==> config.mk <==
export PLATFORM = sky130hd
export DESIGN_NAME = ee354_dirn_queue_flat
export DESIGN_NICKNAME = d
export VERILOG_FILES = /design/src/rtl/ee354_dirn_queue_if.sv /design/src/rtl/ee354_dirn_queue.sv /design/src/flat_wrapper.sv
export SDC_FILE = /design/constraint.sdc
export NUM_CORES = 1
export LEC_CHECK = 0
export BUFFER_PORTS_ARGS = -buffer_cell sky130_fd_sc_hd__buf_2
export CORE_MARGIN = 2
export CORE_UTILIZATION = 55
export CTS_BUF_LIST = sky130_fd_sc_hd__clkbuf_8 sky130_fd_sc_hd__clkbuf_16
export DETAILED_ROUTE_END_ITERATION = 7
export PLACE_DENSITY = 0.81
export SYNTH_ARGS = -nofsm -noshare
export SYNTH_HDL_FRONTEND = slang
export SYNTH_SLANG_ARGS = --single-unit
==> constraint.sdc <==
create_clock -name board_clk -period 3 [get_ports board_clk]
set_clock_uncertainty 0.15 [all_clocks]
set_input_delay 0.15 -clock board_clk [delete_from_list [all_inputs] [get_ports board_clk]]
set_output_delay 0.15 -clock board_clk [all_outputs]
set_load 0.05 [all_outputs]
==> src/rtl/ee354_dirn_queue_if.sv <==
// Command/status bundle between the button front end and the snake direction queue.
interface ee354_dirn_queue_if #(
    parameter int unsigned DEPTH = 4
);
    localparam int unsigned DW = $clog2(DEPTH) + 1;

    logic          Cmd_Valid;
    logic [1:0]    Cmd_Dirn;
    logic [1:0]    Cur_Dirn;
    logic          Step_Pulse;
    logic [DW-1:0] Depth;
    logic          Overflow;
    logic [7:0]    Drop_Cnt;

    modport master (
        output Cmd_Valid, Cmd_Dirn,
        input  Cur_Dirn, Step_Pulse, Depth, Overflow, Drop_Cnt
    );

    modport slave (
        input  Cmd_Valid, Cmd_Dirn,
        output Cur_Dirn, Step_Pulse, Depth, Overflow, Drop_Cnt
    );
endinterface

==> src/rtl/ee354_dirn_queue.sv <==
// Snake direction command queue: filters illegal turns, buffers legal ones and
// applies one per synchronized speed tick.
module ee354_dirn_queue #(
    parameter int unsigned DEPTH = 4
) (
    input  logic             board_clk,
    input  logic             Reset,
    input  logic             Step_Tick,
    input  logic             Run,
    ee354_dirn_queue_if.slave q
);
    localparam int unsigned AW = $clog2(DEPTH);
    localparam int unsigned DW = AW + 1;

    logic          sync1, sync2, hist;
    logic [1:0]    mem [DEPTH];
    logic [AW-1:0] rd_ptr, wr_ptr, rd_ptr_nxt, wr_ptr_nxt;
    logic [DW-1:0] depth, depth_nxt;
    logic [1:0]    cur_dirn, cur_dirn_nxt;
    logic          step_pulse, step_pulse_nxt;
    logic          overflow, overflow_nxt;
    logic [7:0]    drop_cnt, drop_cnt_nxt;

    logic          step_evt_c, empty_c, full_c, legal_c;
    logic          pop_evt_c, pop_c, push_c, drop_c;
    logic [AW-1:0] tail_idx_c;
    logic [1:0]    ref_dirn_c;

    // Step_Tick is asynchronous: two-flop synchronizer plus edge-detect history
    always_ff @(posedge board_clk or posedge Reset) begin
        if (Reset) begin
            sync1 <= 1'b0;
            sync2 <= 1'b0;
            hist  <= 1'b0;
        end else begin
            sync1 <= Step_Tick;
            sync2 <= sync1;
            hist  <= sync2;
        end
    end

    assign step_evt_c = sync2 & ~hist;
    assign empty_c    = (depth == '0);
    assign full_c     = (depth == DW'(DEPTH));
    assign tail_idx_c = wr_ptr - AW'(1);
    assign ref_dirn_c = empty_c ? cur_dirn : mem[tail_idx_c];

    // Same axis (equal or reverse) shares bit1, so only a bit1 change is a legal turn
    assign legal_c   = q.Cmd_Valid & (q.Cmd_Dirn[1] != ref_dirn_c[1]);
    assign pop_evt_c = Run & step_evt_c;
    assign pop_c     = pop_evt_c & ~empty_c;
    assign push_c    = Run & legal_c & (~full_c | pop_evt_c);
    assign drop_c    = Run & legal_c & full_c & ~pop_evt_c;

    always_comb begin
        rd_ptr_nxt     = rd_ptr;
        wr_ptr_nxt     = wr_ptr;
        depth_nxt      = depth;
        cur_dirn_nxt   = cur_dirn;
        step_pulse_nxt = 1'b0;
        overflow_nxt   = overflow | drop_c;
        drop_cnt_nxt   = drop_cnt;

        if (drop_c && (drop_cnt != 8'hFF)) begin
            drop_cnt_nxt = drop_cnt + 8'd1;
        end

        if (!Run) begin
            rd_ptr_nxt   = '0;
            wr_ptr_nxt   = '0;
            depth_nxt    = '0;
            cur_dirn_nxt = 2'b11;
        end else begin
            step_pulse_nxt = step_evt_c;
            if (pop_c) begin
                cur_dirn_nxt = mem[rd_ptr];
                rd_ptr_nxt   = rd_ptr + AW'(1);
            end
            if (push_c) begin
                wr_ptr_nxt = wr_ptr + AW'(1);
            end
            depth_nxt = depth + DW'(push_c) - DW'(pop_c);
        end
    end

    always_ff @(posedge board_clk or posedge Reset) begin
        if (Reset) begin
            rd_ptr     <= '0;
            wr_ptr     <= '0;
            depth      <= '0;
            cur_dirn   <= 2'b11;
            step_pulse <= 1'b0;
            overflow   <= 1'b0;
            drop_cnt   <= 8'd0;
        end else begin
            rd_ptr     <= rd_ptr_nxt;
            wr_ptr     <= wr_ptr_nxt;
            depth      <= depth_nxt;
            cur_dirn   <= cur_dirn_nxt;
            step_pulse <= step_pulse_nxt;
            overflow   <= overflow_nxt;
            drop_cnt   <= drop_cnt_nxt;
        end
    end

    // Storage needs no reset: occupancy is tracked by depth and the pointers
    always_ff @(posedge board_clk) begin
        if (push_c) begin
            mem[wr_ptr] <= q.Cmd_Dirn;
        end
    end

    assign q.Cur_Dirn   = cur_dirn;
    assign q.Step_Pulse = step_pulse;
    assign q.Depth      = depth;
    assign q.Overflow   = overflow;
    assign q.Drop_Cnt   = drop_cnt;
endmodule
==> src/flat_wrapper.sv <==
// flat-port wrapper written by rule: the top's interface ports become plain ports
module ee354_dirn_queue_flat 
#(
    parameter int unsigned DEPTH = 4
)
  (board_clk, Reset, Step_Tick, Run, q_Cmd_Valid, q_Cmd_Dirn, q_Cur_Dirn, q_Step_Pulse, q_Depth, q_Overflow, q_Drop_Cnt);
  ee354_dirn_queue_if #(.DEPTH(DEPTH)) q_i ();
  input  logic board_clk;
  input  logic Reset;
  input  logic Step_Tick;
  input  logic Run;
  input wire logic [$bits(q_i.Cmd_Valid)-1:0] q_Cmd_Valid;
  input wire logic [$bits(q_i.Cmd_Dirn)-1:0] q_Cmd_Dirn;
  output wire logic [$bits(q_i.Cur_Dirn)-1:0] q_Cur_Dirn;
  output wire logic [$bits(q_i.Step_Pulse)-1:0] q_Step_Pulse;
  output wire logic [$bits(q_i.Depth)-1:0] q_Depth;
  output wire logic [$bits(q_i.Overflow)-1:0] q_Overflow;
  output wire logic [$bits(q_i.Drop_Cnt)-1:0] q_Drop_Cnt;
  assign q_i.Cmd_Valid = q_Cmd_Valid;
  assign q_i.Cmd_Dirn = q_Cmd_Dirn;
  assign q_Cur_Dirn = q_i.Cur_Dirn;
  assign q_Step_Pulse = q_i.Step_Pulse;
  assign q_Depth = q_i.Depth;
  assign q_Overflow = q_i.Overflow;
  assign q_Drop_Cnt = q_i.Drop_Cnt;
  ee354_dirn_queue #(.DEPTH(DEPTH)) u_core (.board_clk(board_clk), .Reset(Reset), .Step_Tick(Step_Tick), .Run(Run), .q(q_i));
endmodule
==> run summary <==
- **pre-CTS setup slack** 0.130 ns
- **vertical die dimension** 55.0 µm
- **most used flip-flop cell after synthesis** dfrtp_1
- **routed vias** 945
- **share of layout cells above drive strength 1** 27.0%
- **Inserted Clock Buffers** 5
- **largest voltage drop on the vdd net** 462 µV
- **number of global-route vias before repair** 926
- **growth of design area from synthesis to finish** 17.8%
- **clock latency reported for the late side of the worst-skew pair** 0.28 ns
- **final routed DRC violation total** 0
- **crit path launch type** flip-flop
- **gr ovfl total** 0
- **CTS tree** built
- **largest net degree at the start of global routing** 23
- **post-synthesis instance area** 1430 µm²
- **Detailed Route WL** 2440 µm
- **setup repair after global routing missed its margin** no
- **net count after synthesis** 131
- **all-layer global routing usage** 19.1%
- **clock edge transition at the registers on the reported setup and hold paths** 0.06 ns
- **setup repair bufs after CTS** 0
- **critical path class** reg2reg
- **final setup violation count** 0
- **Static Leak** 0.785 nW
- **core box area** 2480 µm²
- **max-cap check violation count** 0
- **std cell rows** 18
- **r2r worst-path depth** 11
- **die area** 3020 µm²
- **final setup margin** 0.186 ns
- **Synth cell types** 29
- **CP Data Arrival Time** 2.83 ns
- **final-report max-slew violation count** 0
- **Worst Hold Slack** 0.00429 ns
- **TritonCTS Sinks** 30
- **per-cell via count in the routed design** 5.31
- **aggregate negative setup slack** 0 ns
- **CTS Buffer Depth** 2
- **Synth Warn #** 0
- **worst reg2reg path endpoint** u_core.q.Depth[2]
- **Core Util, Final** 68.0%
- **number of endpoints with negative hold slack in the final report** 0
- **Detailed Place HPWL** 1820 µm
- **worst reg-to-reg setup slack** 0.19 ns
- **root buffer cell** clkbuf_8
- **wire length per cell** 13.7 µm
- **number of antenna violations at the first check in global routing** 0
- **Max Clk Rate** 355 MHz
- **measured slew at the worst slew-check pin** 0.846 ns
- **layout net count** 162
- **endpoint of the most critical setup path** u_core.q.Depth[2]
- **type of the worst min-delay path** in2reg
- **number of enable flip-flop cells after synthesis** 8
- **DRC marker count from the first detailed-route iteration** 17
- **Mapped Cells** 116
- **Post-Layout Cell Count** 178
- **run status** finished, final reports clean
- **RePlAce Congestion** 0.871
- **htree depth** 2
- **placed cell count** 167
- **tightest slew margin relative to the limit** 43.5%
- **Die X** 55.0 µm
- **Initial Util** 57.7%
- **proportion of synthesized flip-flops having asynchronous set or reset** 73.3%
- **Post-DP Area** 1570 µm²
- **post-synthesis register bit count** 30
- **CP max FO** 6
- **Power per Cell Area** 724 nW/µm²
- **critical path endpoint category** flip-flop
- **port buffer count** 21
- **Crit path required time** 3.02 ns
- **origin of the critical flop-to-flop path** u_core.wr_ptr[0]
- **final design instance area without fill** 1690 µm²
- **global-route wire length before repair** 3930 µm
- **final total power** 1.22 mW
- **clock period minus final worst setup slack** 2.81 ns
- **antenna diode count** 0
- **detailed-router iteration count before antenna repair** 4
- **startpoint of the most critical setup path** u_core.wr_ptr[0]
- **synthesized area per cell** 12.3 µm²
- **Detail Route Antenna Nets** 0
- **share of synthesized area occupied by flip-flops and latches** 55.5%
- **count of boundary I/O pins** 22
- **final critical-path share of the clock period** 93.8%
routing by layer:
metal / track usage (%) / vias up / wire (µm)
met3: 7.53 / 2 / 122
met1: 20.9 / 467 / 1010
li1: - / 451 / -
met5: 0 / - / 0
met4: 6.50 / 0 / 11
met2: 33.5 / 25 / 1300
sequential cells by signal, indices dropped and copies added, names as in the netlist:
name and count:
u_core.wr_ptr 2, u_core.hist 1, u_core.q.Drop_Cnt 8, u_core.q.Cur_Dirn 2, u_core.q.Step_Pulse 1, u_core.mem 8
u_core.rd_ptr 2, u_core.q.Depth 3, u_core.q.Overflow 1, u_core.sync1 1, u_core.sync2 1
synth_stat cells, drive strengths merged (2+ instances only):
cell    count  share of area (%)
mux4        3                4.7
inv         8                2.1
xnor2       7                4.3
nor3        3                1.4
nand3b      2                1.0
and2        8                3.5
nor2        5                1.3
mux2        2                1.6
and4        2                1.2
ha          7                6.1
mux2i       3                2.1
nand2      13                3.4
xor2        4                2.4
nand3       5                1.7
o21ai       2               0.70
dfrtp      20                 35
nor2b       2               0.87
dfstp       2                3.7
nand4       2               0.87
edfxtp      8                 17
timing repair:
| item | in CTS | in global routing |
|---|---|---|
| resized for setup | 0 | 1 |
| setup endpoints to repair | 0 | 1 |
| hold endpoints to repair | 25 | 0 |
| hold buffers | 3 | 0 |
kinds of logic (layout without fill, tap and decap cells):
logic type | after synthesis | in the layout | share of synthesized area, %
simple gates | 47 | 47 | 18.0
flops | 30 | 30 | 55.5
mux | 8 | 8 | 8.40
xor+xnor | 11 | 11 | 6.74
fa+ha+maj | 8 | 8 | 7.52
compound gates | 2 | 2 | 0.700
buf+inv | 10 | 42 | 3.15
critical path, stage by stage, from the launching register on:
cell,delay (ns)
dfrtp_2,0.42
inv_1,0.09
ha_1,0.32
mux4_2,0.32
mux2i_1,0.17
xnor2_1,0.13
and3_1,0.18
ha_1,0.15
inv_1,0.05
fa_1,0.40
xnor2_1,0.16
and2_1,0.16
worst min path at each step:
stage / slack [ns] / endpoint / startpoint / cells past startpoint
after floorplan: -0.01 / u_core.hist / Reset / 1
after global placement: 0.11 / u_core.sync1 / Step_Tick / 1
after detailed placement: 0.11 / u_core.sync1 / Step_Tick / 1
after CTS: 0.004 / u_core.q.Cur_Dirn[0] / Run / 2
after global routing: 0.007 / u_core.q.Cur_Dirn[1] / Run / 2
final: 0.004 / u_core.mem[2][1] / q_Cmd_Dirn[1] / 1
placed cells by master, fill, tap and decap left out:
cell type / Yosys / layout
edfxtp_1: 8 / 8
inv_1: 8 / 9
xor2_1: 4 / 4
dfstp_2: 2 / 2
and4_1: 2 / 2
and2_1: 8 / 8
or3_4: 1 / 1
nand2b_1: 1 / 1
clkinv_2: 0 / 1
nor3b_1: 1 / 1
dfrtp_2: 0 / 1
xnor2_1: 7 / 7
nor3_2: 1 / 1
dlygate4sd3_1: 0 / 3
and3_1: 1 / 1
nor2_1: 5 / 5
clkinv_1: 0 / 1
nor3_1: 2 / 2
dfrtp_1: 20 / 19
buf_2: 0 / 21
or2_2: 1 / 1
ha_1: 7 / 7
mux2_2: 2 / 2
mux2i_1: 3 / 3
nand3b_1: 2 / 2
nand3_1: 5 / 5
clkbuf_8: 0 / 5
nor2b_1: 2 / 2
buf_4: 0 / 2
nand2_1: 13 / 13
nand4_1: 2 / 2
fa_1: 1 / 1
o21ai_0: 2 / 2
mux4_2: 3 / 3
power by group:
| part | switching [mW] | internal (mW) |
|---|---|---|
| registers | 0.0521 | 0.474 |
| clock network | 0.145 | 0.156 |
| logic | 0.243 | 0.150 |
final cells by class:
class,instances,area [µm²]
multi-input cells,76,592
fillers,189,792
repair buffers,26,150
well taps,30,37.5
clock buffers,5,68.8
inverters,8,30.0
clock inverters,3,12.5
flip-flops and latches,30,795
(Power assumes the default switching activity.)
